[config.mk]
export PLATFORM = sky130hd
export DESIGN_NAME = foc_anti_park_sequencer_flat
export DESIGN_NICKNAME = d
export VERILOG_FILES = /design/src/rtl/foc_pkg.sv /design/src/rtl/foc_anti_park_sequencer_if.sv /design/src/rtl/foc_anti_park_sequencer.sv /design/src/flat_wrapper.sv
export SDC_FILE = /design/constraint.sdc
export NUM_CORES = 1
export LEC_CHECK = 0
export CAP_MARGIN = 25
export CELL_PAD_IN_SITES_DETAIL_PLACEMENT = 1
export CELL_PAD_IN_SITES_GLOBAL_PLACEMENT = 2
export CORE_MARGIN = 2
export CORE_UTILIZATION = 32
export CTS_CLUSTER_SIZE = 40
export DETAILED_ROUTE_END_ITERATION = 7
export PLACE_DENSITY_LB_ADDON = 0.1
export SLEW_MARGIN = 0
export SYNTH_ARGS = -nofsm -noshare
export SYNTH_HDL_FRONTEND = slang
export SYNTH_SLANG_ARGS = --single-unit
[constraint.sdc]
create_clock -name sys_clk -period 7.9 [get_ports sys_clk]
set_input_delay 1.185 -clock sys_clk [delete_from_list [all_inputs] [get_ports sys_clk]]
set_output_delay 1.185 -clock sys_clk [all_outputs]
set_load 0.05 [all_outputs]
[src/rtl/foc_pkg.sv]
// Shared FOC definitions: word width, Q1.15 full scale and the inverse-Park
// sequencer state encoding.
package foc_pkg;

    localparam int DATA_WIDTH = 16;

    typedef logic signed [DATA_WIDTH-1:0] q15_t;

    localparam q15_t Q15_FULL_SCALE = 16'sd32767;

    typedef enum logic [1:0] {
        IDLE        = 2'd0,
        WAIT_INPUTS = 2'd1,
        LAUNCH      = 2'd2,
        WAIT_RESULT = 2'd3
    } seq_state_t;

endpackage

[src/rtl/foc_anti_park_sequencer_if.sv]
// Signal bundle between the sequencer, the PI/angle/anti_park/SVPWM stages and
// the error-status consumer.
interface foc_anti_park_sequencer_if #(
    parameter int OW = 8
);
    import foc_pkg::*;

    logic            pwm_period_tick_in;
    logic            voltage_dq_valid_in;
    q15_t            voltage_d_in;
    q15_t            voltage_q_in;
    logic            phase_valid_in;
    q15_t            phase_sin_in;
    q15_t            phase_cos_in;
    logic            anti_park_cal_enable_out;
    q15_t            voltage_d_out;
    q15_t            voltage_q_out;
    q15_t            phase_sin_out;
    q15_t            phase_cos_out;
    q15_t            voltage_alpha_in;
    q15_t            voltage_beta_in;
    logic            anti_park_cal_valid_in;
    q15_t            voltage_alpha_out;
    q15_t            voltage_beta_out;
    logic            voltage_ab_valid_out;
    logic            busy_out;
    logic            timeout_err_out;
    logic [OW-1:0]   overrun_cnt_out;
    logic            clear_err_in;

    modport slave (
        input  pwm_period_tick_in, voltage_dq_valid_in, voltage_d_in, voltage_q_in,
        input  phase_valid_in, phase_sin_in, phase_cos_in,
        input  voltage_alpha_in, voltage_beta_in, anti_park_cal_valid_in, clear_err_in,
        output anti_park_cal_enable_out, voltage_d_out, voltage_q_out,
        output phase_sin_out, phase_cos_out, voltage_alpha_out, voltage_beta_out,
        output voltage_ab_valid_out, busy_out, timeout_err_out, overrun_cnt_out
    );

    modport master (
        output pwm_period_tick_in, voltage_dq_valid_in, voltage_d_in, voltage_q_in,
        output phase_valid_in, phase_sin_in, phase_cos_in,
        output voltage_alpha_in, voltage_beta_in, anti_park_cal_valid_in, clear_err_in,
        input  anti_park_cal_enable_out, voltage_d_out, voltage_q_out,
        input  phase_sin_out, phase_cos_out, voltage_alpha_out, voltage_beta_out,
        input  voltage_ab_valid_out, busy_out, timeout_err_out, overrun_cnt_out
    );

endinterface

[src/rtl/foc_anti_park_sequencer.sv]
// Per-PWM-period sequencer for the inverse Park unit: gathers Ud/Uq and sin/cos,
// launches one calculation, forwards alpha/beta and reports timeouts/overruns.
module foc_anti_park_sequencer
    import foc_pkg::*;
#(
    parameter int TIMEOUT_CYCLES = 64,
    parameter int OVR_CNT_WIDTH  = 8
) (
    input  logic                      sys_clk,
    input  logic                      reset,
    foc_anti_park_sequencer_if.slave  bus
);

    localparam int TIMER_W = $clog2(TIMEOUT_CYCLES + 1);

    seq_state_t               state_q, state_d;
    logic [TIMER_W-1:0]       timer_q, timer_d;
    logic                     dq_full_q, dq_full_d;
    logic                     ph_full_q, ph_full_d;
    q15_t                     vd_lat_q, vd_lat_d, vq_lat_q, vq_lat_d;
    q15_t                     sin_lat_q, sin_lat_d, cos_lat_q, cos_lat_d;
    q15_t                     vd_out_q, vd_out_d, vq_out_q, vq_out_d;
    q15_t                     sin_out_q, sin_out_d, cos_out_q, cos_out_d;
    q15_t                     alpha_q, alpha_d, beta_q, beta_d;
    logic                     en_q, en_d;
    logic                     ab_valid_q, ab_valid_d;
    logic                     busy_q, busy_d;
    logic                     terr_q, terr_d;
    logic [OVR_CNT_WIDTH-1:0] ovr_q, ovr_d;

    logic [TIMER_W-1:0]       timer_inc_s;
    logic                     timeout_s;
    logic                     listen_s;
    logic                     tmo_fire_s;

    assign timer_inc_s = timer_q + TIMER_W'(1);
    assign timeout_s   = (timer_inc_s == TIMER_W'(TIMEOUT_CYCLES));
    // Latches accept strobes on the starting tick and throughout WAIT_INPUTS.
    assign listen_s    = ((state_q == IDLE) && bus.pwm_period_tick_in) || (state_q == WAIT_INPUTS);

    // Next-state, latch, operand, result and status computation.
    always_comb begin
        state_d    = state_q;
        timer_d    = timer_q;
        dq_full_d  = dq_full_q;
        ph_full_d  = ph_full_q;
        vd_out_d   = vd_out_q;
        vq_out_d   = vq_out_q;
        sin_out_d  = sin_out_q;
        cos_out_d  = cos_out_q;
        alpha_d    = alpha_q;
        beta_d     = beta_q;
        en_d       = 1'b0;
        ab_valid_d = 1'b0;
        tmo_fire_s = 1'b0;

        vd_lat_d  = (listen_s && bus.voltage_dq_valid_in) ? bus.voltage_d_in : vd_lat_q;
        vq_lat_d  = (listen_s && bus.voltage_dq_valid_in) ? bus.voltage_q_in : vq_lat_q;
        sin_lat_d = (listen_s && bus.phase_valid_in)      ? bus.phase_sin_in : sin_lat_q;
        cos_lat_d = (listen_s && bus.phase_valid_in)      ? bus.phase_cos_in : cos_lat_q;

        case (state_q)
            IDLE: begin
                if (bus.pwm_period_tick_in) begin
                    state_d   = WAIT_INPUTS;
                    timer_d   = '0;
                    dq_full_d = bus.voltage_dq_valid_in;
                    ph_full_d = bus.phase_valid_in;
                end else begin
                    state_d = IDLE;
                end
            end
            WAIT_INPUTS: begin
                timer_d   = timer_inc_s;
                dq_full_d = dq_full_q | bus.voltage_dq_valid_in;
                ph_full_d = ph_full_q | bus.phase_valid_in;
                if (timeout_s) begin
                    state_d    = IDLE;
                    tmo_fire_s = 1'b1;
                end else if (dq_full_d && ph_full_d) begin
                    state_d   = LAUNCH;
                    en_d      = 1'b1;
                    vd_out_d  = vd_lat_d;
                    vq_out_d  = vq_lat_d;
                    sin_out_d = sin_lat_d;
                    cos_out_d = cos_lat_d;
                end else begin
                    state_d = WAIT_INPUTS;
                end
            end
            LAUNCH: begin
                timer_d = timer_inc_s;
                if (timeout_s) begin
                    state_d    = IDLE;
                    tmo_fire_s = 1'b1;
                end else begin
                    state_d = WAIT_RESULT;
                end
            end
            WAIT_RESULT: begin
                timer_d = timer_inc_s;
                if (bus.anti_park_cal_valid_in) begin
                    state_d    = IDLE;
                    alpha_d    = bus.voltage_alpha_in;
                    beta_d     = bus.voltage_beta_in;
                    ab_valid_d = 1'b1;
                end else if (timeout_s) begin
                    state_d    = IDLE;
                    tmo_fire_s = 1'b1;
                end else begin
                    state_d = WAIT_RESULT;
                end
            end
            default: begin
                state_d = IDLE;
            end
        endcase

        busy_d = (state_d != IDLE);
        // Clear wins over a same-cycle timeout or dropped tick.
        terr_d = bus.clear_err_in ? 1'b0 : (terr_q | tmo_fire_s);
        ovr_d  = bus.clear_err_in ? '0
               : (bus.pwm_period_tick_in && (state_q != IDLE) && (ovr_q != '1)) ? ovr_q + OVR_CNT_WIDTH'(1)
               : ovr_q;
    end

    // State and output registers.
    always_ff @(posedge sys_clk or posedge reset) begin
        if (reset) begin
            state_q    <= IDLE;
            timer_q    <= '0;
            dq_full_q  <= 1'b0;
            ph_full_q  <= 1'b0;
            vd_lat_q   <= '0;
            vq_lat_q   <= '0;
            sin_lat_q  <= '0;
            cos_lat_q  <= '0;
            vd_out_q   <= '0;
            vq_out_q   <= '0;
            sin_out_q  <= '0;
            cos_out_q  <= '0;
            alpha_q    <= '0;
            beta_q     <= '0;
            en_q       <= 1'b0;
            ab_valid_q <= 1'b0;
            busy_q     <= 1'b0;
            terr_q     <= 1'b0;
            ovr_q      <= '0;
        end else begin
            state_q    <= state_d;
            timer_q    <= timer_d;
            dq_full_q  <= dq_full_d;
            ph_full_q  <= ph_full_d;
            vd_lat_q   <= vd_lat_d;
            vq_lat_q   <= vq_lat_d;
            sin_lat_q  <= sin_lat_d;
            cos_lat_q  <= cos_lat_d;
            vd_out_q   <= vd_out_d;
            vq_out_q   <= vq_out_d;
            sin_out_q  <= sin_out_d;
            cos_out_q  <= cos_out_d;
            alpha_q    <= alpha_d;
            beta_q     <= beta_d;
            en_q       <= en_d;
            ab_valid_q <= ab_valid_d;
            busy_q     <= busy_d;
            terr_q     <= terr_d;
            ovr_q      <= ovr_d;
        end
    end

    assign bus.anti_park_cal_enable_out = en_q;
    assign bus.voltage_d_out            = vd_out_q;
    assign bus.voltage_q_out            = vq_out_q;
    assign bus.phase_sin_out            = sin_out_q;
    assign bus.phase_cos_out            = cos_out_q;
    assign bus.voltage_alpha_out        = alpha_q;
    assign bus.voltage_beta_out         = beta_q;
    assign bus.voltage_ab_valid_out     = ab_valid_q;
    assign bus.busy_out                 = busy_q;
    assign bus.timeout_err_out          = terr_q;
    assign bus.overrun_cnt_out          = ovr_q;

endmodule

[src/flat_wrapper.sv]
// flat-port wrapper written by rule: the top's interface ports become plain ports
module foc_anti_park_sequencer_flat import foc_pkg::*;
#(
    parameter int TIMEOUT_CYCLES = 64,
    parameter int OVR_CNT_WIDTH  = 8
)
  (sys_clk, reset, bus_pwm_period_tick_in, bus_voltage_dq_valid_in, bus_voltage_d_in, bus_voltage_q_in, bus_phase_valid_in, bus_phase_sin_in, bus_phase_cos_in, bus_voltage_alpha_in, bus_voltage_beta_in, bus_anti_park_cal_valid_in, bus_clear_err_in, bus_anti_park_cal_enable_out, bus_voltage_d_out, bus_voltage_q_out, bus_phase_sin_out, bus_phase_cos_out, bus_voltage_alpha_out, bus_voltage_beta_out, bus_voltage_ab_valid_out, bus_busy_out, bus_timeout_err_out, bus_overrun_cnt_out);
  foc_anti_park_sequencer_if #(.OW(8)) bus_i ();
  input  logic sys_clk;
  input  logic reset;
  input wire logic [$bits(bus_i.pwm_period_tick_in)-1:0] bus_pwm_period_tick_in;
  input wire logic [$bits(bus_i.voltage_dq_valid_in)-1:0] bus_voltage_dq_valid_in;
  input wire logic [$bits(bus_i.voltage_d_in)-1:0] bus_voltage_d_in;
  input wire logic [$bits(bus_i.voltage_q_in)-1:0] bus_voltage_q_in;
  input wire logic [$bits(bus_i.phase_valid_in)-1:0] bus_phase_valid_in;
  input wire logic [$bits(bus_i.phase_sin_in)-1:0] bus_phase_sin_in;
  input wire logic [$bits(bus_i.phase_cos_in)-1:0] bus_phase_cos_in;
  input wire logic [$bits(bus_i.voltage_alpha_in)-1:0] bus_voltage_alpha_in;
  input wire logic [$bits(bus_i.voltage_beta_in)-1:0] bus_voltage_beta_in;
  input wire logic [$bits(bus_i.anti_park_cal_valid_in)-1:0] bus_anti_park_cal_valid_in;
  input wire logic [$bits(bus_i.clear_err_in)-1:0] bus_clear_err_in;
  output wire logic [$bits(bus_i.anti_park_cal_enable_out)-1:0] bus_anti_park_cal_enable_out;
  output wire logic [$bits(bus_i.voltage_d_out)-1:0] bus_voltage_d_out;
  output wire logic [$bits(bus_i.voltage_q_out)-1:0] bus_voltage_q_out;
  output wire logic [$bits(bus_i.phase_sin_out)-1:0] bus_phase_sin_out;
  output wire logic [$bits(bus_i.phase_cos_out)-1:0] bus_phase_cos_out;
  output wire logic [$bits(bus_i.voltage_alpha_out)-1:0] bus_voltage_alpha_out;
  output wire logic [$bits(bus_i.voltage_beta_out)-1:0] bus_voltage_beta_out;
  output wire logic [$bits(bus_i.voltage_ab_valid_out)-1:0] bus_voltage_ab_valid_out;
  output wire logic [$bits(bus_i.busy_out)-1:0] bus_busy_out;
  output wire logic [$bits(bus_i.timeout_err_out)-1:0] bus_timeout_err_out;
  output wire logic [$bits(bus_i.overrun_cnt_out)-1:0] bus_overrun_cnt_out;
  assign bus_i.pwm_period_tick_in = bus_pwm_period_tick_in;
  assign bus_i.voltage_dq_valid_in = bus_voltage_dq_valid_in;
  assign bus_i.voltage_d_in = bus_voltage_d_in;
  assign bus_i.voltage_q_in = bus_voltage_q_in;
  assign bus_i.phase_valid_in = bus_phase_valid_in;
  assign bus_i.phase_sin_in = bus_phase_sin_in;
  assign bus_i.phase_cos_in = bus_phase_cos_in;
  assign bus_i.voltage_alpha_in = bus_voltage_alpha_in;
  assign bus_i.voltage_beta_in = bus_voltage_beta_in;
  assign bus_i.anti_park_cal_valid_in = bus_anti_park_cal_valid_in;
  assign bus_i.clear_err_in = bus_clear_err_in;
  assign bus_anti_park_cal_enable_out = bus_i.anti_park_cal_enable_out;
  assign bus_voltage_d_out = bus_i.voltage_d_out;
  assign bus_voltage_q_out = bus_i.voltage_q_out;
  assign bus_phase_sin_out = bus_i.phase_sin_out;
  assign bus_phase_cos_out = bus_i.phase_cos_out;
  assign bus_voltage_alpha_out = bus_i.voltage_alpha_out;
  assign bus_voltage_beta_out = bus_i.voltage_beta_out;
  assign bus_voltage_ab_valid_out = bus_i.voltage_ab_valid_out;
  assign bus_busy_out = bus_i.busy_out;
  assign bus_timeout_err_out = bus_i.timeout_err_out;
  assign bus_overrun_cnt_out = bus_i.overrun_cnt_out;
  foc_anti_park_sequencer #(.TIMEOUT_CYCLES(TIMEOUT_CYCLES), .OVR_CNT_WIDTH(OVR_CNT_WIDTH)) u_core (.sys_clk(sys_clk), .reset(reset), .bus(bus_i));
endmodule
* Word-level counts from Yosys, hierarchy flattened
Index checks and enable logic that the tools add are counted.
** Operators by class
- Multiplexer cells :: 27
- Equality and inequality tests :: 6
- Multiply operators :: 0
- Divide/modulo/power cells :: 0
- Add/sub/neg operators :: 2
- Shift-type cells :: 0
- Bitwise operators :: 4
- Reductions and logical operators :: 17
- $lt $le $gt $ge :: 0
** Operators by type and width (count)
- $mux W16 :: 4
- $mux W8 :: 2
- $pmux W7 S2 :: 1
- $mux W1 :: 11
- $add A8 B1 Y8 const B :: 1
- $mux W2 :: 4
- $ne A8 B8 Y1 const B :: 1
- $pmux W2 S4 :: 1
- $reduce_bool A2 Y1 :: 4
- $add A7 B1 Y7 const B :: 1
- $eq A7 B7 Y1 const B :: 1
- $mux W7 :: 1
- $logic_and A1 B1 Y1 :: 6
- $pmux W1 S2 :: 3
- $eq A2 B2 Y1 const B :: 2
- $reduce_and A2 Y1 :: 2
- $or A1 B1 Y1 :: 3
- $reduce_and A3 Y1 :: 1
- $reduce_or A3 Y1 :: 1
- $eq A2 B1 Y1 const B :: 1
- $logic_not A2 Y1 :: 1
- $ne A2 B2 Y1 const B :: 1
- $reduce_or A2 Y1 :: 1
- $logic_or A1 B1 Y1 :: 1
- $not A1 Y1 :: 1
** Word-level totals
- Logic and storage cells :: 75
- Memory bits (writable) :: 0
- Memories kept :: 0
- Output and inout port bits :: 108
- Bits in latches :: 0
- Bits in read-only memories :: 0
- Register bits :: 183

* Logic depth before layout (Yosys ltp)
Gate-level depths: netlist (run 1).
- Depth after elaboration :: 7
- Mapped depth :: 8
- Depth with buffers taken out :: 6

* Worst setup path after synthesis (run 1)
OpenSTA, ideal clock, no wires.
- Path kind :: input-to-reg
- From :: input bus_voltage_dq_valid_in
- To :: register u_core.cos_out_q[10] (netlist: u_core.bus.phase_cos_out[10])
- Cell stages on the path :: 6
- Arrival :: 2.301 ns
- Path buffers :: 2
- Slack :: 5.474 ns
- Cell sequence :: o221ai_1 > a41oi_1 > o2bb2ai_1 > buf_6 > buf_6 > mux2_4
** On the way
- Longest elaborated chain between the ends :: 3
** RTL lines
- start, declared :: RTL line flat_wrapper.sv:12 : input wire logic [$bits(bus_i.voltage_dq_valid_in)-1:0] bus_voltage_dq_valid_in;
- $or A1 B1 Y1 :: RTL line foc_anti_park_sequencer.sv:75 : dq_full_d = dq_full_q | bus.voltage_dq_valid_in;
- $logic_and A1 B1 Y1 :: RTL line foc_anti_park_sequencer.sv:80 : end else if (dq_full_d && ph_full_d) begin
- $reduce_and A3 Y1 (no line)
- end signal, assigned :: RTL line foc_anti_park_sequencer.sv:161 : cos_out_q <= cos_out_d;
- end, declared :: RTL line foc_anti_park_sequencer.sv:23 : q15_t sin_out_q, sin_out_d, cos_out_q, cos_out_d;
Every way passes these cells.
A chain may end at the register's enable or synchronous reset.

* Final worst setup path (run 1)
- From :: input bus_voltage_dq_valid_in
- To :: register u_core.sin_out_q[6] (netlist: u_core.bus.phase_sin_out[6])
** On the way
- Longest elaborated chain between the ends :: 3
** RTL lines
- $or A1 B1 Y1 :: RTL line foc_anti_park_sequencer.sv:75
- $logic_and A1 B1 Y1 :: RTL line foc_anti_park_sequencer.sv:80
- $reduce_and A3 Y1 (no line)
- end signal, assigned :: RTL line foc_anti_park_sequencer.sv:160 : sin_out_q <= sin_out_d;
- end, declared :: RTL line foc_anti_park_sequencer.sv:23
Every way passes these cells.

==> results of run 1 <==
-- flip-flops by register name, indices dropped and copies added, names as in the netlist, 2 cells and up --
name                          count
u_core.bus.voltage_beta_out      16
u_core.vq_lat_q                  16
u_core.bus.phase_cos_out         16
u_core.bus.voltage_d_out         16
u_core.bus.voltage_q_out         16
u_core.bus.voltage_alpha_out     16
u_core.cos_lat_q                 16
u_core.vd_lat_q                  16
u_core.bus.phase_sin_out         16
u_core.state_q                    2
u_core.timer_q                    7
u_core.sin_lat_q                 16
u_core.bus.overrun_cnt_out        8
-- cell type report --
cell class | instances | area, sq um | area share (%)
multi-input cells | 252 | 2630 | 25.3
well taps | 285 | 357 | 3.42
inverters | 11 | 46.3 | 0.445
repair buffers | 217 | 2190 | 21.1
flip-flops and latches | 183 | 4580 | 44.0
clock inverters | 15 | 181 | 1.74
clock buffers | 17 | 425 | 4.09
-- critical path, delay by kind of cell --
family / cells / cell delay (ns)
buffers and inverters: 2 / 1.07
AO/OA/AOI/OAI: 3 / 0.72
multiplexers: 1 / 0.40
-- per-layer routing --
metal / up-vias / track usage, % / share of wire (%)
met5: - / 0 / 0
met4: 0 / 4.72 / 1.1
met3: 16 / 5.67 / 8.1
met2: 143 / 24.8 / 48
met1: 2363 / 18.2 / 43
li1: 2099 / - / -
-- cell families (layout without fill, tap and decap cells) --
logic type,Yosys count,count (layout),synth area share [%]
xor gates and xnor gates,5,5,0.595
adders and majority gates,6,6,1.02
buffers and inverters,31,260,2.31
and+or+nand+nor,38,38,2.77
AOI/OAI and AO/OA,41,41,3.81
DFF,183,183,62.2
muxes,162,162,27.3
-- worst min-delay path by stage --
| stage | slack [ns] | to | startpoint | depth (start not counted) |
|---|---|---|---|---|
| 2_1_floorplan | 0.47 | u_core.sin_lat_q[0]$_DFF_PP0_ | u_core.sin_lat_q[0]$_DFF_PP0_ | 1 |
| 3_5_place_dp | 0.48 | u_core.vd_lat_q[7]$_DFF_PP0_ | u_core.vd_lat_q[7]$_DFF_PP0_ | 1 |
| 4_1_cts | 0.50 | u_core.vd_lat_q[7]$_DFF_PP0_ | u_core.vd_lat_q[7]$_DFF_PP0_ | 1 |
| 6_report | 0.49 | u_core.vd_lat_q[7]$_DFF_PP0_ | u_core.vd_lat_q[7]$_DFF_PP0_ | 1 |
| 5_1_grt | 0.51 | u_core.vd_lat_q[3]$_DFF_PP0_ | u_core.vd_lat_q[3]$_DFF_PP0_ | 1 |
| 3_3_place_gp | 0.48 | u_core.sin_lat_q[7]$_DFF_PP0_ | u_core.sin_lat_q[7]$_DFF_PP0_ | 1 |
-- metrics by stage --
step	setup WS, ns	hold WS [ns]
after floorplan	1.74	0.467
after global placement	4.33	0.476
after detailed placement	4.31	0.481
after CTS	4.78	0.497
after global routing	4.65	0.511
final	4.79	0.493
-- cells in the final DEF (no fill, tap or decap), types with 2 or more instances in the layout --
cell type        synthesis  layout
nand2_1                  6       5
mux2_4                  49      49
ha_1                     6       6
dfrtp_1                183     183
xor2_1                   2       2
clkinv_4                 0       2
a22o_1                   4       4
buf_4                    0       5
mux2_2                 111     111
a21oi_1                  8       8
a211oi_1                 5       5
clkbuf_16                0      17
nor2b_1                  2       2
o22ai_1                  4       4
nand4_1                  2       2
inv_8                    0       4
inv_1                   11      10
xnor2_1                  3       3
clkinv_8                 0       3
clkdlybuf4s50_1          0     210
buf_16                   0       2
o21ai_0                  7       7
inv_6                    0       5
o31ai_1                  3       3
mux2i_1                  2       2
nand3_1                  5       5
nor3_1                   4       4
and3_1                   3       3
nor2_1                   8       8
-- report_power, final --
| part | internal, mW | leakage [nW] | switching, mW |
|---|---|---|---|
| Clock | 0.456 | 0.299 | 0.412 |
| Sequential | 1.38 | 2.21 | 0.203 |
| Combinational | 1.13 | 1.99 | 1.47 |
==> metrics.txt, run 1 <==
status finished clean; Chip Height 156 um; relative slew slack 40.0%; RSZ-0062 raised after global routing false; slowest cell on the critical path clkdlybuf4s50_1; clock skew 0.0119 ns; commonest cells in the netlist 183 x dfrtp_1, 111 x mux2_2, 49 x mux2_4, 11 x inv_1; fillers 2,277; Synth Flop Type dfrtp_1; max-slew violations 0; initial antenna violation count 0; R2R depth 6; Yosys top cell area share 62.2%; FF-to-FF setup slack 5.06 ns; Crit Reg-Reg Endpoint u_core.bus.voltage_q_out[7]$_DFFE_PP0P_; max cap viols 0; Synth area leader dfrtp_1; DRT antenna net count 0; Setup crit start bus_voltage_dq_valid_in; Hold-fix buffers, CTS 0; ys async rst share 100%; sequential fraction of the synthesis area 62.2%; number of flops mapped to enable cells by yosys 0; slew at the pin closest to its max-slew limit 0.897 ns; worst skew pair latency 0.42 ns; Final Cell Area 10,400 sq um; Residual DRC 0; Ports 211; Layout Area Growth over Synthesis 41.5%; port bufs 210; CP arrival 3.43 ns; PostCTS Resize Cnt 0; postcts setup bufs 0; final cell count without fillers 980; worst-path cell chain clkdlybuf4s50_1, o221ai_1, a41oi_1, o2bb2ai_4, buf_4, mux2_2; CTS tree built; Mapped Area 7360 sq um; vias in the first global route 5,112; post-layout min period 3.11 ns; Post-Syn Instances 466; largest net degree at the start of global routing 108; H-tree levels 4; core area 22,600 sq um; Hold Crit Class reg2reg; final hold violations 0; biggest cell delay along the critical path 0.56 ns; syn nets 575; Netlist cell types 43; gpl congestion 0.724; register bit total from synthesis 183; Setup CP Type in2reg; Final Setup Violations 0; CTS Buf Count 17; Avg Cell Area, Syn 15.8 sq um; Worst Setup End Kind flip-flop; drt pass-1 iters 4; nets 791; Setup crit start kind input pin; Total GRT Usage 15.0%; first-pass GRT wire length 28.5 mm; CP Capture Point u_core.bus.phase_sin_out[6]$_DFFE_PP0P_; Worst Path Max Fanout 35; Clock Path Buffers 2; clock slew at reported path FFs 0.07 ns; placed cell count 946; DR iter-0 viols 183; # rows 55; Vias per Instance 4.72; fin util 46.0%; total gr overflow 0; fraction of layout cells with a size suffix above 1 29.2%; f_max 321 MHz; die width 156 um; setup_tns 0 ns; initial core utilization 32.5%; Worst Path Required 8.21 ns; largest cells by area after synthesis dfrtp_1 62%, mux2_2 17%, mux2_4 10%; LEAKAGE 4.50 nW; Clock Sinks 183; Vias 4,621; most common cell in the synthesized netlist dfrtp_1; Overall Power 5.05 mW; CTS root buffer clkbuf_16; pwr dens 485 nW/um^2; fin crit share 39.4%; routed len/inst 18.0 um; routed wire length 17.6 mm; r2r startpoint u_core.state_q[0]$_DFF_PP0_; antenna diode count 0; VDD IR-drop max 214 uV; Synth warnings 0; Die ar. 24,200 sq um; DP Wirelength 12.0 mm; placed instance area 9750 sq um
No activity file was read; power rests on OpenSTA's default activity.
==> run 2, diff against run 1 <==
CORE_UTILIZATION = 29   (was 32)
clock period = 2.6 ns   (was 7.9 ns; I/O delays follow)
==> run 2 against run 1 <==
First-iteration DRC count is 7.1% higher. Global-route usage fell by 0.96 points. Combinational power grew to 3.1 times the previous value. Clock power grew to 2.9 times the previous value.
==> metrics.txt, run 2 (synthesis results as in run 1) <==
status finished clean; die width 163 um; nets 800; antenna diode count 0; Ports 211; CP arrival 2.54 ns; Vias 4,595; max-slew violations 0; Total GRT Usage 14.0%; Hold-fix buffers, CTS 0; worst skew pair latency 0.42 ns; RSZ-0062 raised after global routing false; Placement Setup Slack 0.172 ns; Worst Setup End Kind flip-flop; leading cell types in the layout, fill and taps excluded 210 x clkdlybuf4s50_1, 183 x dfrtp_1, 111 x mux2_2; relative slew slack 61.2%; Vias per Instance 4.44; DR iter-0 viols 196; Clock power frac 16.4%; routed wire length 18.1 mm; clock slew at reported path FFs 0.07 ns; Final Setup Violations 0; Residual DRC 0; Clock Sinks 183; final hold violations 0; FF-to-FF setup slack 0.36 ns; LEAKAGE 4.53 nW; fraction of layout cells with a size suffix above 1 30.1%; VDD IR-drop max 673 uV; CTS Buf Count 17; Worst Path Max Fanout 10; gpl congestion 0.715; H-tree levels 4; routed len/inst 17.5 um; initial antenna violation count 0; Setup CP Type reg2reg; Chip Height 163 um; Setup crit start kind flip-flop; PostCTS Resize Cnt 0; drt pass-1 iters 4; Seq pwr share 31.2%; hold_ws 0.344 ns; f_max 447 MHz; vias in the first global route 5,097; final critical-path setup slack 0.364 ns; slew at the pin closest to its max-slew limit 0.577 ns; CTS tree built; sw power 6.35 mW; core area 25,000 sq um; R2R depth 7; first-pass GRT wire length 28.9 mm; max cap viols 0; Crit Reg-Reg Endpoint u_core.bus.voltage_q_out[12]$_DFFE_PP0P_; fin crit share 86.0%; DRT antenna net count 0; port bufs 210; r2r startpoint u_core.state_q[1]$_DFF_PP0_; DP Wirelength 12.8 mm; largest net degree at the start of global routing 89; total gr overflow 0; commonest non-fill, non-tap cell in the layout clkdlybuf4s50_1; Hold Crit Class in2async; clock skew 0.00793 ns; Internal 9.10 mW; Clock Path Buffers 2; Worst Path Required 2.91 ns; power share of the combinational group 52.3%; fin util 42.2%; # rows 58; Switching Share 41.1%; postcts setup bufs 0; pwr dens 1460 nW/um^2; Die ar. 26,700 sq um; CTS root buffer clkbuf_16; initial core utilization 29.4%; post-layout min period 2.24 ns; Overall Power 15.4 mW; Layout Area Growth over Synthesis 43.6%
-- run 2: critical path: stages (launching register included) --
cell,delay [ns]
dfrtp_1,0.41
inv_1,0.09
ha_1,0.27
o221ai_1,0.19
a41oi_1,0.30
o2bb2ai_4,0.24
buf_4,0.27
mux2_2,0.35
-- run 2: final cells by class --
type,instances,area (sq um)
Multi-Input combinational cell,252,2630
Tap cell,330,413
Sequential cell,183,4580
Fill cell,2547,14500
Clock buffer,19,453
Inverter,11,45.0
Clock inverter,13,134
Timing Repair Buffer,226,2310
-- run 2: worst max-delay path by stage --
stage | start | to | depth (start not counted)
global placement | bus_phase_valid_in | u_core.bus.voltage_q_out[10]$_DFFE_PP0P_ | 6
CTS | u_core.state_q[1]$_DFF_PP0_ | u_core.bus.voltage_q_out[9]$_DFFE_PP0P_ | 7
detailed placement | bus_phase_valid_in | u_core.bus.voltage_q_out[13]$_DFFE_PP0P_ | 6
floorplan | reset | u_core.bus.anti_park_cal_enable_out$_DFF_PP0_ | 1
global route | u_core.state_q[1]$_DFF_PP0_ | u_core.bus.voltage_q_out[13]$_DFFE_PP0P_ | 7
finish | u_core.state_q[1]$_DFF_PP0_ | u_core.bus.voltage_q_out[12]$_DFFE_PP0P_ | 7
-- run 2: power groups by stage --
| stage | Clock [mW] | Sequential [mW] | Combinational, mW |
|---|---|---|---|
| 2_1_floorplan | 0 | 7.38 | 3.09 |
| 3_3_place_gp | 0 | 4.84 | 8.03 |
| 3_5_place_dp | 0 | 4.88 | 8.19 |
| 4_1_cts | 2.64 | 4.85 | 8.21 |
| 5_1_grt | 2.77 | 5.01 | 8.52 |
| 6_report | 2.54 | 4.83 | 8.08 |
-- run 2: per-stage QoR --
step | setup TNS (ns) | cells | instance area, sq um
2_1_floorplan | -25.72 | 466 | 7360
3_3_place_gp | 0 | 1002 | 9980
3_5_place_dp | 0 | 1002 | 9980
4_1_cts | 0 | 1034 | 10600
5_1_grt | 0 | 1034 | 10600
6_report | 0 | 1034 | 10600
-- run 2: per-layer routing --
layer	wire, um	track usage [%]
met1	7950	17.8
met2	8630	22.4
met3	1410	5.51
met4	149	3.62
met5	0	0
